===== src/rtl/i2s_pkg.sv =====
// Shared types and constants for the I2S capture path.
// The FSM enum, channel encoding and stereo word geometry live here.
package i2s_pkg;

    localparam int AUDIO_W           = 32;
    localparam int CH_W              = AUDIO_W / 2;
    localparam int DEFAULT_WORD_BITS = 16;
    localparam logic CH_LEFT         = 1'b0;

    typedef enum logic [2:0] {
        SYNC  = 3'd0,
        LEFT  = 3'd1,
        RIGHT = 3'd2,
        WRITE = 3'd3,
        DONE  = 3'd4
    } rx_state_t;

    // Places a captured word at the top of its 16-bit channel field.
    function automatic logic [CH_W-1:0] left_align(input logic [CH_W-1:0] word,
                                                    input int bits);
        return word << (CH_W - bits);
    endfunction

endpackage


===== src/rtl/i2s_rx_if.sv =====
// Serial-side inputs, control strobes and FIFO write port of the I2S receiver.
// The slave modport is the receiver; the master modport is whoever drives it.
interface i2s_rx_if;
    import i2s_pkg::*;

    logic               SCLK;
    logic               LRCLK;
    logic               DOUT;
    logic               ENABLE;
    logic               FIFO_FULL;
    logic               CLR_ERR;
    logic [AUDIO_W-1:0] AUDIO_IN;
    logic               FIFO_WRITE;
    logic               OVERRUN;
    logic               FRAME_ERR;

    modport slave (
        input  SCLK,
        input  LRCLK,
        input  DOUT,
        input  ENABLE,
        input  FIFO_FULL,
        input  CLR_ERR,
        output AUDIO_IN,
        output FIFO_WRITE,
        output OVERRUN,
        output FRAME_ERR
    );

    modport master (
        output SCLK,
        output LRCLK,
        output DOUT,
        output ENABLE,
        output FIFO_FULL,
        output CLR_ERR,
        input  AUDIO_IN,
        input  FIFO_WRITE,
        input  OVERRUN,
        input  FRAME_ERR
    );

endinterface


===== src/rtl/i2s_edge_sync.sv =====
// Two-flop MCLK synchroniser for SCLK/LRCLK/DOUT plus bit-clock rise and
// slot-start detection; all three lines see identical delay.
module i2s_edge_sync (
    input  logic clk,
    input  logic rst_n,
    input  logic sclk,
    input  logic lrclk,
    input  logic dout,
    output logic rise,
    output logic slot_start,
    output logic bit_val,
    output logic lr_val
);

    localparam int IDX_SCLK  = 0;
    localparam int IDX_LRCLK = 1;
    localparam int IDX_DOUT  = 2;

    logic [2:0] r1_q, r1_d;
    logic [2:0] r2_q, r2_d;
    logic       lr_prev_q, lr_prev_d;
    logic       unused_r2;

    always_comb begin
        r1_d      = {dout, lrclk, sclk};
        r2_d      = r1_q;
        lr_prev_d = lr_prev_q;
        if (rise) begin
            lr_prev_d = r1_q[IDX_LRCLK];
        end
    end

    always_ff @(posedge clk or negedge rst_n) begin
        if (!rst_n) begin
            r1_q      <= '0;
            r2_q      <= '0;
            lr_prev_q <= 1'b0;
        end else begin
            r1_q      <= r1_d;
            r2_q      <= r2_d;
            lr_prev_q <= lr_prev_d;
        end
    end

    // Data and word select are taken from r1 so they line up with the rise cycle.
    assign rise       = r1_q[IDX_SCLK] & ~r2_q[IDX_SCLK];
    assign slot_start = rise & (r1_q[IDX_LRCLK] != lr_prev_q);
    assign bit_val    = r1_q[IDX_DOUT];
    assign lr_val     = r1_q[IDX_LRCLK];

    assign unused_r2  = ^{r2_q[IDX_DOUT], r2_q[IDX_LRCLK]};

endmodule


===== src/rtl/i2s_rx.sv =====
// I2S capture front end: deserialises left/right words from the codec ADC
// and pushes one packed stereo sample per complete frame into the record FIFO.
module i2s_rx
    import i2s_pkg::*;
#(
    parameter int WORD_BITS = DEFAULT_WORD_BITS
) (
    input  logic    MCLK,
    input  logic    RESET_N,
    i2s_rx_if.slave bus
);

    localparam int                CNT_W   = $clog2(WORD_BITS + 1);
    localparam logic [CNT_W-1:0] CNT_MAX = CNT_W'(WORD_BITS);

    logic rise;
    logic slot_start;
    logic bit_val;
    logic lr_val;

    rx_state_t              state_q, state_d;
    logic [CNT_W-1:0]       cnt_q, cnt_d;
    logic [WORD_BITS-1:0]   shift_q, shift_d;
    logic [WORD_BITS-1:0]   left_q, left_d;
    logic [AUDIO_W-1:0]     audio_q, audio_d;
    logic                   fifo_write_q, fifo_write_d;
    logic                   overrun_q, overrun_d;
    logic                   frame_err_q, frame_err_d;
    logic                   word_done;
    logic                   overrun_set;
    logic                   frame_err_set;

    i2s_edge_sync u_edge_sync (
        .clk        (MCLK),
        .rst_n      (RESET_N),
        .sclk       (bus.SCLK),
        .lrclk      (bus.LRCLK),
        .dout       (bus.DOUT),
        .rise       (rise),
        .slot_start (slot_start),
        .bit_val    (bit_val),
        .lr_val     (lr_val)
    );

    assign word_done = (cnt_q == CNT_MAX);

    // The delay bit at each slot start restarts the count; bits past WORD_BITS are dropped.
    always_comb begin
        cnt_d   = cnt_q;
        shift_d = shift_q;
        if (slot_start) begin
            cnt_d = '0;
        end else if (rise && !word_done) begin
            shift_d = {shift_q[WORD_BITS-2:0], bit_val};
            cnt_d   = cnt_q + 1'b1;
        end
    end

    always_comb begin
        state_d       = state_q;
        left_d        = left_q;
        audio_d       = audio_q;
        fifo_write_d  = 1'b0;
        overrun_set   = 1'b0;
        frame_err_set = 1'b0;

        if (!bus.ENABLE) begin
            state_d = SYNC;
        end else begin
            case (state_q)
                SYNC: begin
                    if (slot_start && lr_val == CH_LEFT) begin
                        state_d = LEFT;
                    end
                end
                LEFT: begin
                    if (word_done) begin
                        left_d = shift_q;
                    end
                    if (slot_start && lr_val != CH_LEFT) begin
                        if (word_done) begin
                            state_d = RIGHT;
                        end else begin
                            frame_err_set = 1'b1;
                            state_d       = SYNC;
                        end
                    end
                end
                // The write decision is registered so the strobe and its data leave together.
                RIGHT: begin
                    if (word_done) begin
                        state_d = WRITE;
                        if (!bus.FIFO_FULL) begin
                            fifo_write_d = 1'b1;
                            audio_d      = {left_align(CH_W'(left_q), WORD_BITS),
                                            left_align(CH_W'(shift_q), WORD_BITS)};
                        end else begin
                            overrun_set = 1'b1;
                        end
                    end else if (slot_start) begin
                        frame_err_set = 1'b1;
                        state_d       = LEFT;
                    end
                end
                WRITE: begin
                    state_d = DONE;
                end
                DONE: begin
                    if (slot_start && lr_val == CH_LEFT) begin
                        state_d = LEFT;
                    end
                end
                default: begin
                    state_d = SYNC;
                end
            endcase
        end
    end

    // Sticky flags: a new event in the same cycle as CLR_ERR keeps the flag set.
    always_comb begin
        overrun_d   = overrun_q;
        frame_err_d = frame_err_q;
        if (bus.CLR_ERR) begin
            overrun_d   = 1'b0;
            frame_err_d = 1'b0;
        end
        if (overrun_set) begin
            overrun_d = 1'b1;
        end
        if (frame_err_set) begin
            frame_err_d = 1'b1;
        end
    end

    always_ff @(posedge MCLK or negedge RESET_N) begin
        if (!RESET_N) begin
            state_q      <= SYNC;
            cnt_q        <= '0;
            shift_q      <= '0;
            left_q       <= '0;
            audio_q      <= '0;
            fifo_write_q <= 1'b0;
            overrun_q    <= 1'b0;
            frame_err_q  <= 1'b0;
        end else begin
            state_q      <= state_d;
            cnt_q        <= cnt_d;
            shift_q      <= shift_d;
            left_q       <= left_d;
            audio_q      <= audio_d;
            fifo_write_q <= fifo_write_d;
            overrun_q    <= overrun_d;
            frame_err_q  <= frame_err_d;
        end
    end

    assign bus.AUDIO_IN   = audio_q;
    assign bus.FIFO_WRITE = fifo_write_q;
    assign bus.OVERRUN    = overrun_q;
    assign bus.FRAME_ERR  = frame_err_q;

endmodule


===== src/flat_wrapper.sv =====
// flat-port wrapper written by rule: the top's interface ports become plain ports
module i2s_rx_flat import i2s_pkg::*;
#(
    parameter int WORD_BITS = DEFAULT_WORD_BITS
)
  (MCLK, RESET_N, bus_SCLK, bus_LRCLK, bus_DOUT, bus_ENABLE, bus_FIFO_FULL, bus_CLR_ERR, bus_AUDIO_IN, bus_FIFO_WRITE, bus_OVERRUN, bus_FRAME_ERR);
  i2s_rx_if bus_i ();
  input  logic MCLK;
  input  logic RESET_N;
  input wire logic [$bits(bus_i.SCLK)-1:0] bus_SCLK;
  input wire logic [$bits(bus_i.LRCLK)-1:0] bus_LRCLK;
  input wire logic [$bits(bus_i.DOUT)-1:0] bus_DOUT;
  input wire logic [$bits(bus_i.ENABLE)-1:0] bus_ENABLE;
  input wire logic [$bits(bus_i.FIFO_FULL)-1:0] bus_FIFO_FULL;
  input wire logic [$bits(bus_i.CLR_ERR)-1:0] bus_CLR_ERR;
  output wire logic [$bits(bus_i.AUDIO_IN)-1:0] bus_AUDIO_IN;
  output wire logic [$bits(bus_i.FIFO_WRITE)-1:0] bus_FIFO_WRITE;
  output wire logic [$bits(bus_i.OVERRUN)-1:0] bus_OVERRUN;
  output wire logic [$bits(bus_i.FRAME_ERR)-1:0] bus_FRAME_ERR;
  assign bus_i.SCLK = bus_SCLK;
  assign bus_i.LRCLK = bus_LRCLK;
  assign bus_i.DOUT = bus_DOUT;
  assign bus_i.ENABLE = bus_ENABLE;
  assign bus_i.FIFO_FULL = bus_FIFO_FULL;
  assign bus_i.CLR_ERR = bus_CLR_ERR;
  assign bus_AUDIO_IN = bus_i.AUDIO_IN;
  assign bus_FIFO_WRITE = bus_i.FIFO_WRITE;
  assign bus_OVERRUN = bus_i.OVERRUN;
  assign bus_FRAME_ERR = bus_i.FRAME_ERR;
  i2s_rx #(.WORD_BITS(WORD_BITS)) u_core (.MCLK(MCLK), .RESET_N(RESET_N), .bus(bus_i));
endmodule

===== config.mk =====
export PLATFORM = sky130hd
export DESIGN_NAME = i2s_rx_flat
export DESIGN_NICKNAME = d
export VERILOG_FILES = /design/src/rtl/i2s_pkg.sv /design/src/rtl/i2s_rx_if.sv /design/src/rtl/i2s_edge_sync.sv /design/src/rtl/i2s_rx.sv /design/src/flat_wrapper.sv
export SDC_FILE = /design/constraint.sdc
export NUM_CORES = 1
export LEC_CHECK = 0
export ABC_AREA = 1
export ABC_CLOCK_PERIOD_IN_PS = 1370
export BUFFER_PORTS_ARGS = -buffer_cell sky130_fd_sc_hd__buf_2
export CORE_MARGIN = 5
export CORE_UTILIZATION = 45
export DETAILED_ROUTE_END_ITERATION = 6
export PLACE_DENSITY = 0.67
export SLEW_MARGIN = 30
export SYNTH_ARGS = -nofsm -noshare
export SYNTH_HDL_FRONTEND = slang
export SYNTH_SLANG_ARGS = --single-unit

===== constraint.sdc =====
create_clock -name MCLK -period 1.37 [get_ports MCLK]
set_input_delay 0.2055 -clock MCLK [delete_from_list [all_inputs] [get_ports MCLK]]
set_output_delay 0.2055 -clock MCLK [all_outputs]
set_load 0.05 [all_outputs]

==> reports/metrics.cfg, run 1 <==
[pwr]
power_frac_seq_pct=51.2
combPwrFrac_pct=9.5
pwr-share-clk_pct=39.4
leakagePower_uw=0.00208
p_int_uw=3760
p_per_area_nw_per_um2=1220
switching_share_pct=26.1
peakVddDrop_v=0.000533
p_switching_uw=1330

[timing]
finalSetupViolCount=28
skew_ns=0.0117
tightest_slew_ns=0.443
setup_ws_ns=-0.0533
min_period_over_period_pct=104
slew-limit-headroom_pct=70.4
finalSetupTns_ns=-0.654
hold_violations=0
rsz0062_at_grt=yes
slew_violations=0
fin_crit_ns=1.42
fmaxAchievable_ghz=0.703

[critical_path]
worstRegToRegCells=8
crit_type=reg -> reg
crit_path_end_kind=flip-flop
cp.arrival_ns=1.67
worstSetupStartpointType=flip-flop
crit_fanout=33
required_ns=1.61

[synth]
syn-num-nets=345
synth_ff_type=dfrtp_1
syn_area_um2=3330
synth.avg_cell_area_um2=9.94
seq_area_frac_synth_pct=60.1
synth.distinct_cells=24
ys_ff_latch=80
ys_async_sr_fraction_pct=100
syn_inst=335
ys_warn_count=0
synth-edff-count=0

[placed_design]
io_buffers=42
dpl-instance-area_um2=3790
dp_hpwl_um=4270
dp.cells=485
place_congestion=0.803
place_ws_ns=-0.0451

[grt]
grt_max_degree=35
antenna_found_initial=0
grt_pass1_vias=2319
globalRouteTotalUtil_pct=14.9
gr-total-overflow=0
grt_pass1_wl_um=10600

[finish]
antenna_cells=0
final_cell_count_no_fill=511
seq_area_um2=2000
multi_input_area_um2=1110
area_growth_pct=25.1
fillers=616
finish.utilization_pct=57.7
final_common_cell=dfrtp_1
fin_nets=417
final_cell_area_um2=4170
drive_gt1_share_pct=34.5
layout_common_cells=dfrtp_1, nand2_1, inv_1, buf_2, o21ai_2

[floorplan]
rows=31
core_area_um2=7210
fp.dieH_um=96.0
dieArea_um2=9220
io_pins=43
dieWidth_um=96.0
start_util_pct=46.1

[clocking]
cts.sinks=80
cts.path.max_buffers=2
htreeDepth=3
clock_latency_ns=0.35
cts_tree=built
cts_root_buf=clkbuf_8
numCtsBuffers=9
clk_pin_slew_ns=0.08

[hold_path]
hp-class=in -> reg
hold_path_depth=2

[routing]
drt-initial-drc-count=114
drc=0
detail_route.first_pass.iterations=4
via_per_inst=4.71
vias=2405
totalWireLength_um=6210
ant_nets=0
post_drt_wl_per_cell_um=12.1

[run]
cap_violations=0

[status]
status=complete, but fails checks
violations=setup timing

power groups by stage:
stage                     clock network [uW]  logic [uW]  registers [uW]
after detailed placement                   0         443            2640
after CTS                               2060         464            2600
after global placement                     0         429            2640
after global routing                    2160         552            2620
after floorplan                            0         272            2620
final                                   2000         483            2600
Yosys cell counts (2+ instances only):
cell | number | share of area (%)
dfrtp_1 | 80 | 60
ha_1 | 2 | 0.75
nor3_1 | 3 | 0.45
inv_1 | 44 | 5.0
nor2_2 | 2 | 0.38
nand4_1 | 4 | 0.75
nand3_1 | 9 | 1.4
o21ai_2 | 23 | 6.1
nand3_2 | 2 | 0.60
o21ai_1 | 13 | 2.0
nand2_1 | 89 | 10
buf_6 | 8 | 2.7
nor2_1 | 8 | 0.90
inv_2 | 2 | 0.23
buf_4 | 2 | 0.45
nand2_4 | 2 | 0.68
buf_2 | 2 | 0.30
o21ai_0 | 34 | 5.1
state kept, by name, summed over array words and instances (netlist names):
name,flops
u_core.left_q,16
u_core.bus.FIFO_WRITE,1
u_core.bus.OVERRUN,1
u_core.u_edge_sync.r2_q,1
u_core.bus.FRAME_ERR,1
u_core.state_q,3
u_core.u_edge_sync.r1_q,3
u_core.bus.AUDIO_IN,32
u_core.cnt_q,5
u_core.u_edge_sync.lr_prev_q,1
u_core.shift_q,16
final cells by class:
cell class / instances / share of cell area, %
well taps: 99 / 2.97
multi-input cells: 197 / 26.7
repair buffers: 73 / 12.5
clock inverters: 7 / 2.61
flip-flops and latches: 80 / 48.1
clock buffers: 9 / 2.97
inverters: 46 / 4.15
worst max-delay path, stage by stage, from the launching register on:
cell,delay [ns]
dfrtp_1,0.40
inv_2,0.09
ha_4,0.15
nand4_4,0.14
nor2_4,0.14
nand2_4,0.08
buf_12,0.18
nand2_1,0.09
o21ai_2,0.05
metal layers:
metal  vias up  global-route usage, %  part of all wire [%]
met2        54                   22.7                    45
li1       1215                      -                     -
met1      1126                   20.4                    50
met3        10                   3.83                   4.3
met4         0                   5.92                   1.6
met5         -                      0                     0
what timing repair did:
action | in CTS | in global routing
hold endpoints to repair | 31 | 0
endpoints found under the setup margin | 55 | 72
hold buffers | 4 | 0
pin swaps | 0 | 1
resized for setup | 12 | 22
setup buffers | 1 | 5
per-stage QoR:
stage | hold slack [ns] | power (uW)
after floorplan | -0.0901 | 2900
after global placement | 0.179 | 3070
after detailed placement | 0.187 | 3090
after CTS | 0.0533 | 5120
after global routing | 0.0583 | 5330
final | 0.0748 | 5080
cells by family (layout without fill, tap and decap cells):
family	count (synthesis)	in the layout	share of synthesized area [%]
buf+inv	58	135	8.64
simple gates	122	122	16.5
compound gates	73	73	14.0
flops	80	80	60.1
fa+ha+maj	2	2	0.751
worst paths after layout:
| path | from | endpoint | slack, ns |
|---|---|---|---|
| max | u_core.cnt_q[0] | u_core.bus.AUDIO_IN[20] | -0.05 |
| min | bus_FIFO_FULL | u_core.bus.FIFO_WRITE | 0.07 |
| max reg2reg | u_core.cnt_q[0] | u_core.bus.AUDIO_IN[20] | -0.05 |
| min reg2reg | u_core.u_edge_sync.r1_q[0] | u_core.u_edge_sync.r2_q[0] | 0.40 |
| max in group asynchronous | RESET_N | u_core.bus.AUDIO_IN[15] | 0.52 |
| min in group asynchronous | RESET_N | u_core.bus.AUDIO_IN[9] | 0.33 |
(Power assumes the default switching activity.)
==> run 2, diff against run 1 <==
CORE_ASPECT_RATIO = 1.5   (was default)
CORE_UTILIZATION = 51   (was 45)
PLACE_DENSITY = 0.75   (was 0.67)
==> reports/metrics.cfg, run 2 (same netlist as run 1, synthesis figures left out) <==
[pwr]
combPwrFrac_pct=10.2  ; +0.7 points
peakVddDrop_v=0.000569  ; +6.6%
p_switching_uw=1240  ; -6.7%
pwr-share-clk_pct=34.1  ; -5.3 points
total_power_uw=4680  ; -8.0%
p_int_uw=3440  ; -8.4%
leakagePower_uw=0.00204  ; -1.7%
p_per_area_nw_per_um2=1140  ; -6.4%
switching_share_pct=26.5  ; +0.35 points
power_frac_seq_pct=55.7  ; +4.5 points

[placed_design]
place_congestion=0.794  ; -1.1%
io_buffers=42  ; unchanged
place_ws_ns=-0.0538  ; -0.00869 ns
dp.cells=459  ; -5.4%
dp_hpwl_um=4330  ; +1.3%

[floorplan]
core_area_um2=6440  ; -11%
dieArea_um2=8280  ; -10%
start_util_pct=51.7  ; +5.5 points
dieWidth_um=76.0  ; -21%
io_pins=43  ; unchanged
fp.dieH_um=109  ; +13%
rows=36  ; +16%

[finish]
final_common_cell=dfrtp_1
layout_common_cells=dfrtp_1, nand2_1, inv_1, buf_2, o21ai_0
antenna_cells=0  ; unchanged
fillers=523  ; -15%
largest_reg_flops=32  ; unchanged
finish.utilization_pct=63.6  ; +5.8 points
final_cell_count_no_fill=484  ; -5.3%
drive_gt1_share_pct=34.8  ; +0.34 points
fin_nets=413  ; -0.96%
area_growth_pct=23.0

[routing]
post_drt_wl_per_cell_um=13.1  ; +8.2%
detail_route.first_pass.iterations=5  ; +1
vias=2398  ; -0.29%
wl_met2_um=3170  ; +15%
ant_nets=0  ; unchanged
top_layer_used=met4
dr_wl_met3_um=255  ; -3.8%
drc=0  ; unchanged
drt-initial-drc-count=117  ; +2.6%
wl_met1_um=2780  ; -9.6%
via_per_inst=4.95  ; +5.3%
totalWireLength_um=6360  ; +2.5%

[critical_path]
cp.arrival_ns=1.70  ; +0.03 ns
required_ns=1.61  ; about the same
crit_fanout=24  ; -27%
crit_path_end_kind=flip-flop
worstSetupStartpointType=flip-flop
crit_type=reg -> reg

[timing]
fin_crit_ns=1.45  ; +0.0276 ns
fmaxAchievable_ghz=0.689  ; -1.9%
rsz0062_at_grt=yes
hold_violations=0  ; unchanged
slew_violations=0  ; unchanged
setup_ws_ns=-0.0809  ; -0.0276 ns
slew-limit-headroom_pct=71.1  ; +0.63 points
skew_ns=0.00681  ; -0.00489 ns
min_period_over_period_pct=106  ; +2.0 points
tightest_slew_ns=0.434  ; -0.00943 ns
finalSetupViolCount=62  ; +120%

[grt]
grt_max_degree=34  ; -2.9%
globalRouteTotalUtil_pct=16.8  ; +1.9 points
antenna_found_initial=0  ; unchanged
gr-total-overflow=0  ; unchanged
grt_pass1_vias=2448  ; +5.6%
grt_pass1_wl_um=11100  ; +5.2%

[clocking]
cts_root_buf=clkbuf_8
numCtsBuffers=9  ; unchanged
cts.path.max_buffers=2  ; unchanged
htreeDepth=3  ; unchanged
cts.sinks=80  ; unchanged
clock_latency_ns=0.35  ; about the same
cts_tree=built
clk_pin_slew_ns=0.08  ; about the same

[hold_path]
hp-class=in -> reg

[status]
violations=setup timing
status=complete, but fails checks

[run]
cap_violations=0  ; unchanged

[run 2: through the flow]
stage                     cell area, um^2  hold WS (ns)  setup TNS, ns
after detailed placement             3740         0.182          -1.04
final                                4090        0.0449          -2.56
after global placement               3740         0.175              0
after CTS                            4010        0.0252          -2.40
after floorplan                      3350       -0.0901              0
after global routing                 4090        0.0536          -9.53
[run 2: final cells by class]
type | instances | area [um^2] | share of cell area, %
multi-input combinational | 197 | 1130 | 27.7
sequential | 80 | 2000 | 48.9
timing repair buffer | 69 | 505 | 12.3
clock inverter | 4 | 28.8 | 0.703
tap | 76 | 95.1 | 2.32
inverter | 46 | 173 | 4.22
clock buffer | 12 | 155 | 3.79
[run 2: power groups by stage]
stage | logic (uW) | registers [uW] | clock network, uW
floorplan | 272 | 2620 | 0
CTS | 459 | 2600 | 1640
global route | 556 | 2620 | 1730
detailed placement | 437 | 2650 | 0
global placement | 421 | 2640 | 0
finish | 479 | 2610 | 1590
[run 2: what timing repair did]
action                     in CTS  in global routing
hold buffers                    4                  0
cloned                          0                  1
setup buffers                   1                  3
gates resized for setup        13                 20
pin swaps                       0                  2
hold endpoints to repair       32                  0
setup endpoints to repair      68                 72
[run 2: critical path: stages, from the launching register on]
cell and delay, ns:
dfrtp_1 0.41, inv_2 0.09, ha_4 0.15, nand4_4 0.14
nor2_4 0.14, nand2_4 0.10, buf_12 0.19, nand2_1 0.06
o21ai_1 0.06
[run 2: worst paths after layout]
check | from | to | slack [ns] | cells after the start
max in group asynchronous | RESET_N | u_core.bus.AUDIO_IN[22] | 0.52 | 3
worst min-delay path | bus_FIFO_FULL | u_core.bus.FIFO_WRITE | 0.04 | 2
min in group asynchronous | RESET_N | u_core.bus.AUDIO_IN[27] | 0.33 | 2
worst max register to register | u_core.cnt_q[0] | u_core.bus.AUDIO_IN[8] | -0.08 | 8
worst min register to register | u_core.u_edge_sync.r1_q[0] | u_core.u_edge_sync.r2_q[0] | 0.40 | 0
worst max-delay path | u_core.cnt_q[0] | u_core.bus.AUDIO_IN[8] | -0.08 | 8
[run 2: routing by layer]
layer | GRT usage (%) | vias up
met5 | 0 | -
met4 | 9.67 | 0
met3 | 3.31 | 12
met2 | 27.1 | 43
met1 | 21.1 | 1137
li1 | - | 1206
